<file path="src/rtl/sample_tick_if.sv">
// sample_tick_if: speed-controller and sample-consumer signals of the sample tick generator.
// The slave modport is the generator; the master modport is its environment.
interface sample_tick_if;
    logic [31:0] div;
    logic        en;
    logic        ack;
    logic        ovr_clr;
    logic        tick;
    logic        clk_out;
    logic        req;
    logic        overrun;
    logic [31:0] active_div;
    logic [15:0] tick_cnt;
    logic [7:0]  ovr_cnt;

    modport master (
        output div, en, ack, ovr_clr,
        input  tick, clk_out, req, overrun, active_div, tick_cnt, ovr_cnt
    );

    modport slave (
        input  div, en, ack, ovr_clr,
        output tick, clk_out, req, overrun, active_div, tick_cnt, ovr_cnt
    );
endinterface

</file>
<file path="src/rtl/sample_tick_gen.sv">
// sample_tick_gen: turns the speed-controller period word into a sample tick, a 50% divided clock
// and a req/ack handshake. Define SAMPLE_TICK_OVR_CNT_EN to build the saturating overrun counter.
module sample_tick_gen #(
    parameter logic [31:0] DIV_RESET = 32'h0000_0D90,
    parameter logic [31:0] DIV_MIN   = 32'd16,
    parameter logic [31:0] DIV_MAX   = 32'h0001_0000
) (
    input  logic         clk50M,
    input  logic         rst_n,
    sample_tick_if.slave bus
);
    localparam int unsigned DIV_W  = 32;
    localparam int unsigned TCNT_W = 16;
    localparam int unsigned OCNT_W = 8;

    function automatic logic [DIV_W-1:0] clamp_div(input logic [DIV_W-1:0] x);
        if (x < DIV_MIN)      return DIV_MIN;
        else if (x > DIV_MAX) return DIV_MAX;
        else                  return x;
    endfunction

    localparam logic [DIV_W-1:0] DIV_RESET_CL = clamp_div(DIV_RESET);

    logic [DIV_W-1:0]  r_cnt;
    logic [DIV_W-1:0]  r_active_div;
    logic              r_tick;
    logic              r_clk_out;
    logic              r_req;
    logic              r_overrun;
    logic [TCNT_W-1:0] r_tick_cnt;

    logic [DIV_W-1:0]  w_div_clamped;
    logic              w_wrap;
    logic              w_ovr_evt;

    // w_wrap is the period boundary; tick, req and clk_out all become visible on the edge after it
    assign w_div_clamped = clamp_div(bus.div);
    assign w_wrap        = bus.en && (r_cnt == r_active_div - DIV_W'(1));
    assign w_ovr_evt     = w_wrap && r_req && !bus.ack;

    // Timebase: period changes are only taken at a boundary or while idle
    always_ff @(posedge clk50M or negedge rst_n) begin
        if (!rst_n) begin
            r_cnt        <= '0;
            r_active_div <= DIV_RESET_CL;
            r_tick       <= 1'b0;
            r_clk_out    <= 1'b0;
            r_tick_cnt   <= '0;
        end else begin
            r_tick <= w_wrap;
            if (!bus.en) begin
                r_cnt        <= '0;
                r_active_div <= w_div_clamped;
            end else if (w_wrap) begin
                r_cnt        <= '0;
                r_active_div <= w_div_clamped;
                r_clk_out    <= ~r_clk_out;
                r_tick_cnt   <= r_tick_cnt + TCNT_W'(1);
            end else begin
                r_cnt <= r_cnt + DIV_W'(1);
            end
        end
    end

    // Handshake: a new tick always re-arms req, even if ack arrives on the same edge
    always_ff @(posedge clk50M or negedge rst_n) begin
        if (!rst_n) begin
            r_req     <= 1'b0;
            r_overrun <= 1'b0;
        end else begin
            if (w_wrap)
                r_req <= 1'b1;
            else if (bus.ack && r_req)
                r_req <= 1'b0;

            if (w_ovr_evt)
                r_overrun <= 1'b1;
            else if (bus.ovr_clr)
                r_overrun <= 1'b0;
        end
    end

`ifdef SAMPLE_TICK_OVR_CNT_EN
    logic [OCNT_W-1:0] r_ovr_cnt;

    // Saturating count of missed samples; a same-cycle event beats the clear
    always_ff @(posedge clk50M or negedge rst_n) begin
        if (!rst_n) begin
            r_ovr_cnt <= '0;
        end else if (w_ovr_evt) begin
            if (r_ovr_cnt != {OCNT_W{1'b1}})
                r_ovr_cnt <= r_ovr_cnt + OCNT_W'(1);
        end else if (bus.ovr_clr) begin
            r_ovr_cnt <= '0;
        end
    end

    assign bus.ovr_cnt = r_ovr_cnt;
`else
    assign bus.ovr_cnt = OCNT_W'(0);
`endif

    assign bus.tick       = r_tick;
    assign bus.clk_out    = r_clk_out;
    assign bus.req        = r_req;
    assign bus.overrun    = r_overrun;
    assign bus.active_div = r_active_div;
    assign bus.tick_cnt   = r_tick_cnt;

endmodule

</file>
<file path="src/flat_wrapper.sv">
// flat-port wrapper written by rule: the top's interface ports become plain ports
module sample_tick_gen_flat 
#(
    parameter logic [31:0] DIV_RESET = 32'h0000_0D90,
    parameter logic [31:0] DIV_MIN   = 32'd16,
    parameter logic [31:0] DIV_MAX   = 32'h0001_0000
)
  (clk50M, rst_n, bus_div, bus_en, bus_ack, bus_ovr_clr, bus_tick, bus_clk_out, bus_req, bus_overrun, bus_active_div, bus_tick_cnt, bus_ovr_cnt);
  sample_tick_if bus_i ();
  input  logic clk50M;
  input  logic rst_n;
  input wire logic [$bits(bus_i.div)-1:0] bus_div;
  input wire logic [$bits(bus_i.en)-1:0] bus_en;
  input wire logic [$bits(bus_i.ack)-1:0] bus_ack;
  input wire logic [$bits(bus_i.ovr_clr)-1:0] bus_ovr_clr;
  output wire logic [$bits(bus_i.tick)-1:0] bus_tick;
  output wire logic [$bits(bus_i.clk_out)-1:0] bus_clk_out;
  output wire logic [$bits(bus_i.req)-1:0] bus_req;
  output wire logic [$bits(bus_i.overrun)-1:0] bus_overrun;
  output wire logic [$bits(bus_i.active_div)-1:0] bus_active_div;
  output wire logic [$bits(bus_i.tick_cnt)-1:0] bus_tick_cnt;
  output wire logic [$bits(bus_i.ovr_cnt)-1:0] bus_ovr_cnt;
  assign bus_i.div = bus_div;
  assign bus_i.en = bus_en;
  assign bus_i.ack = bus_ack;
  assign bus_i.ovr_clr = bus_ovr_clr;
  assign bus_tick = bus_i.tick;
  assign bus_clk_out = bus_i.clk_out;
  assign bus_req = bus_i.req;
  assign bus_overrun = bus_i.overrun;
  assign bus_active_div = bus_i.active_div;
  assign bus_tick_cnt = bus_i.tick_cnt;
  assign bus_ovr_cnt = bus_i.ovr_cnt;
  sample_tick_gen #(.DIV_RESET(DIV_RESET), .DIV_MIN(DIV_MIN), .DIV_MAX(DIV_MAX)) u_core (.clk50M(clk50M), .rst_n(rst_n), .bus(bus_i));
endmodule
</file>
<file path="config.mk">
export PLATFORM = sky130hd
export DESIGN_NAME = sample_tick_gen_flat
export DESIGN_NICKNAME = d
export VERILOG_FILES = /design/src/rtl/sample_tick_if.sv /design/src/rtl/sample_tick_gen.sv /design/src/flat_wrapper.sv
export SDC_FILE = /design/constraint.sdc
export NUM_CORES = 1
export LEC_CHECK = 0
export BUFFER_PORTS_ARGS = -buffer_cell sky130_fd_sc_hd__buf_4
export CAP_MARGIN = 40
export CORE_AREA = 4 4 120 122
export CTS_BUF_LIST = sky130_fd_sc_hd__clkbuf_2 sky130_fd_sc_hd__clkbuf_4 sky130_fd_sc_hd__clkbuf_8
export DETAILED_ROUTE_END_ITERATION = 8
export DIE_AREA = 0 0 124 126
export SLEW_MARGIN = 20
export SYNTH_ARGS = -nofsm -noshare
export SYNTH_HDL_FRONTEND = slang
export SYNTH_SLANG_ARGS = --single-unit
</file>
<file path="constraint.sdc">
create_clock -name clk50M -period 3.6 [get_ports clk50M]
set_input_delay 0.54 -clock clk50M [delete_from_list [all_inputs] [get_ports clk50M]]
set_output_delay 0.54 -clock clk50M [all_outputs]
set_load 0.05 [all_outputs]
</file>
==> flow_summary.toml <==
[timing]
timing.slew.headroom_pct = 56.2
period_share_pct = 100
max_freq_mhz = 277
worst_slack_ns = -0.00366
fin_skew_ns = 0.0167
worst_pin_slew_ns = 0.651
setup-violations-final = 1
slew_viol_final = 0
holdWs_ns = 0.148
period_needed_ns = 3.60
rsz0062_at_grt = "true"
finalHoldViolations = 0

[global_routing]
use_met2_pct = 28.1
grt_pass1_vias = 4572
grt_pass1_wl_mm = 21.9
antenna_found_initial = 0
gr-max-usage-layer = "met2"
grt_start_max_net_pins = 46
use_met3_pct = 4.26
grt_usage_pct = 17.6
overflow = 0
grt.met1_usage_pct = 23.2

[layout]
area_growth_pct = 32.4
antennaDiodeCount = 0
multiInputGateArea_sq_mm = 0.00284
final_common_cell = "buf_4"
layout.cells.non_filler = 890
layout.nets = 749
final_cell_mix = "buf_4, dfrtp_1, nor2_1"
fillers = 1247
layout-drive-gt1-share_pct = 29.3
regArea_sq_mm = 0.00212

[setup_path]
r2r_end = "u_core.bus.active_div[11]"
crit_fanout = 6
critPathTopFamily = "simple AND/OR/NAND/NOR gates"
r2r-start = "u_core.bus.active_div[0]"
r2r_cells = 10
crit_end = "u_core.bus.active_div[11]"
slowest_delay_ns = 0.59
crit_start = "u_core.bus.active_div[0]"
end_kind = "register"
critPathKind = "register to register"
cp_num_buf_inv = 2
r2r_slack_ns = -0.004
required_ns = 3.89
crit_path_frequent_cell = "or4_4"
cp_slowest_cell = "or4_4"
arrival_ns = 3.90
startpoint_type = "register"
crit_chain = "or4_4 > or4_4 > nor4_4 > xnor2_1 > or4_1 > or4_4 > o31ai_4 > buf_6 > clkbuf_16 > mux2i_1"
cp_num_cells = 10

[floorplan]
die_area_sq_mm = 0.0156
dieWidth_um = 124
io_pins = 97
fp.dieH_um = 126
coreArea_sq_mm = 0.0132
start_util_pct = 38.7
rows = 42

[synthesis]
yosysWarnings = 0
ys_ff_latch = 84
synth_area_sq_mm = 0.00510
synth.area.top_cells = "dfrtp_1, xor2_1, xnor2_1, nor2_1, mux2i_1"
async_reset_ff_share_pct = 100
netlist.area_leader.share_pct = 38.8
ys.flop_type = "dfrtp_1"
syn_inst = 574
syn_avg_cell_area_sq_um = 8.88
ys_seq_area_share_pct = 41.3
synth.distinct_cells = 56
synth_area_leader_cell = "dfrtp_1"
synth_edf_count = 0

[placement]
pre_cts_ws_ns = -0.123
gp_congestion = 0.840
port_buffers = 88
dp_hpwl_mm = 10.4
dpl.cell_count = 873

[run]
maxCapViolCount = 0

[clocking]
clock_latency_ns = 0.37
hold_buffers = 0
post_cts_buffers = 0
cts_tree = "done"
clkSinkCount = 84
clk_pin_slew_worst_paths_ns = 0.08
cts_htree_levels = 3
cts_root_buf = "clkbuf_8"
cts_buffers = 9
clockBufferDepth = 2

[power]
total_power_w = 0.00190
leakagePower_nw = 3.06
cellPowerDensity_mw_per_mm2 = 282
ir_drop_mv = 0.149

[outcome]
violations = "setup timing"
status = "finished, violations left"

[routing]
avgRoutedWirePerCell_um = 15.0
viasPerCell = 5.10
dr.pass1.iters = 4
first_iter_violations = 242
drt_wl_total_mm = 13.3
vias = 4538
route.detailed.drc = 0
antenna_left = 0

[min_path]
hold_class = "input port to async pin"
[cell usage after synthesis, types with 2 or more instances]
cell type and count:
buf_2 5, mux2i_1 16, or3b_2 2, dfrtp_1 79
inv_1 41, a31oi_1 4, or3_1 9, buf_6 2
mux2_1 2, or4_1 6, ha_1 3, o211ai_1 4
o2111ai_1 3, dfstp_2 5, nand2b_1 2, and3_1 16
nor4_1 18, nand4_1 14, o31ai_1 2, nor3_1 29
nor4_2 3, a21oi_1 12, xnor2_1 41, buf_1 2
clkbuf_1 12, nand2_1 38, nor2_1 76, nor4b_1 4
xor2_1 46, o21ai_0 7, nand3b_1 3, nor2b_1 4
nand3_1 31, buf_4 9, and4_1 3
[repair_timing]
action / 4_1_cts / 5_1_grt
gates cloned: 0 / 1
resized for setup: 4 / 12
pin swaps: 0 / 2
endpoints found under the setup margin: 77 / 79
[power breakdown]
part	leakage, nW	internal, W	switching (W)	total [W]
clock	0.110	0.000400	0.000349	0.000749
sequential	1.10	0.000955	0.0000165	0.000971
combinational	1.85	0.0000703	0.000111	0.000181
total	3.06	0.00142	0.000477	0.00190
[stage by stage]
step	setup TNS [ns]	util, %	cell area (sq um)
5_1_grt	-5.10	51.2	6750
3_5_place_dp	-3.76	48.9	6440
2_1_floorplan	-12.13	-	5270
6_report	-0.00366	51.2	6750
3_3_place_gp	-0.873	48.7	6420
4_1_cts	0	50.7	6680
[kinds of logic (layout without fill, tap and decap cells)]
family                     Yosys count  after routing  synth area share [%]
AOI/OAI and AO/OA                   42             42                  5.62
xor gates and xnor gates            87             87                  14.9
adders and majority gates            3              3                 0.736
buffers and inverters               72            205                  6.60
DFF                                 84             84                  41.3
muxes                               18             18                  3.58
other                                1              8                0.0735
and+or+nand+nor                    267            267                  27.1
[worst min-delay path by stage]
stage | start | to | slack, ns | cells past startpoint
after global routing | rst_n | u_core.r_cnt[29] | 0.16 | 1
after CTS | rst_n | u_core.bus.active_div[30] | 0.14 | 1
after detailed placement | u_core.bus.tick_cnt[15] | u_core.bus.tick_cnt[15] | 0.47 | 1
final | rst_n | u_core.r_cnt[24] | 0.15 | 1
after floorplan | rst_n | u_core.bus.active_div[0] | 0.24 | 0
after global placement | u_core.bus.clk_out | u_core.bus.clk_out | 0.46 | 1
[layout make-up]
class / count / share of cell area (%)
clock buffers: 10 / 1.95
flip-flops and latches: 84 / 31.3
repair buffers: 148 / 17.7
multi-input cells: 425 / 42.1
well taps: 176 / 3.26
clock inverters: 6 / 1.33
inverters: 41 / 2.28
[layer usage]
metal,vias up,routed length (um)
met3,15,712
met5,-,0
li1,2226,-
met2,123,6290
met1,2174,6080
met4,0,229
[sequential cells by signal, summed over array words and instances (netlist names)]
| register | count |
|---|---|
| u_core.bus.tick_cnt | 16 |
| u_core.bus.clk_out | 1 |
| u_core.bus.active_div | 32 |
| u_core.bus.tick | 1 |
| u_core.r_cnt | 32 |
| u_core.bus.overrun | 1 |
| u_core.bus.req | 1 |
(Power assumes the default switching activity.)
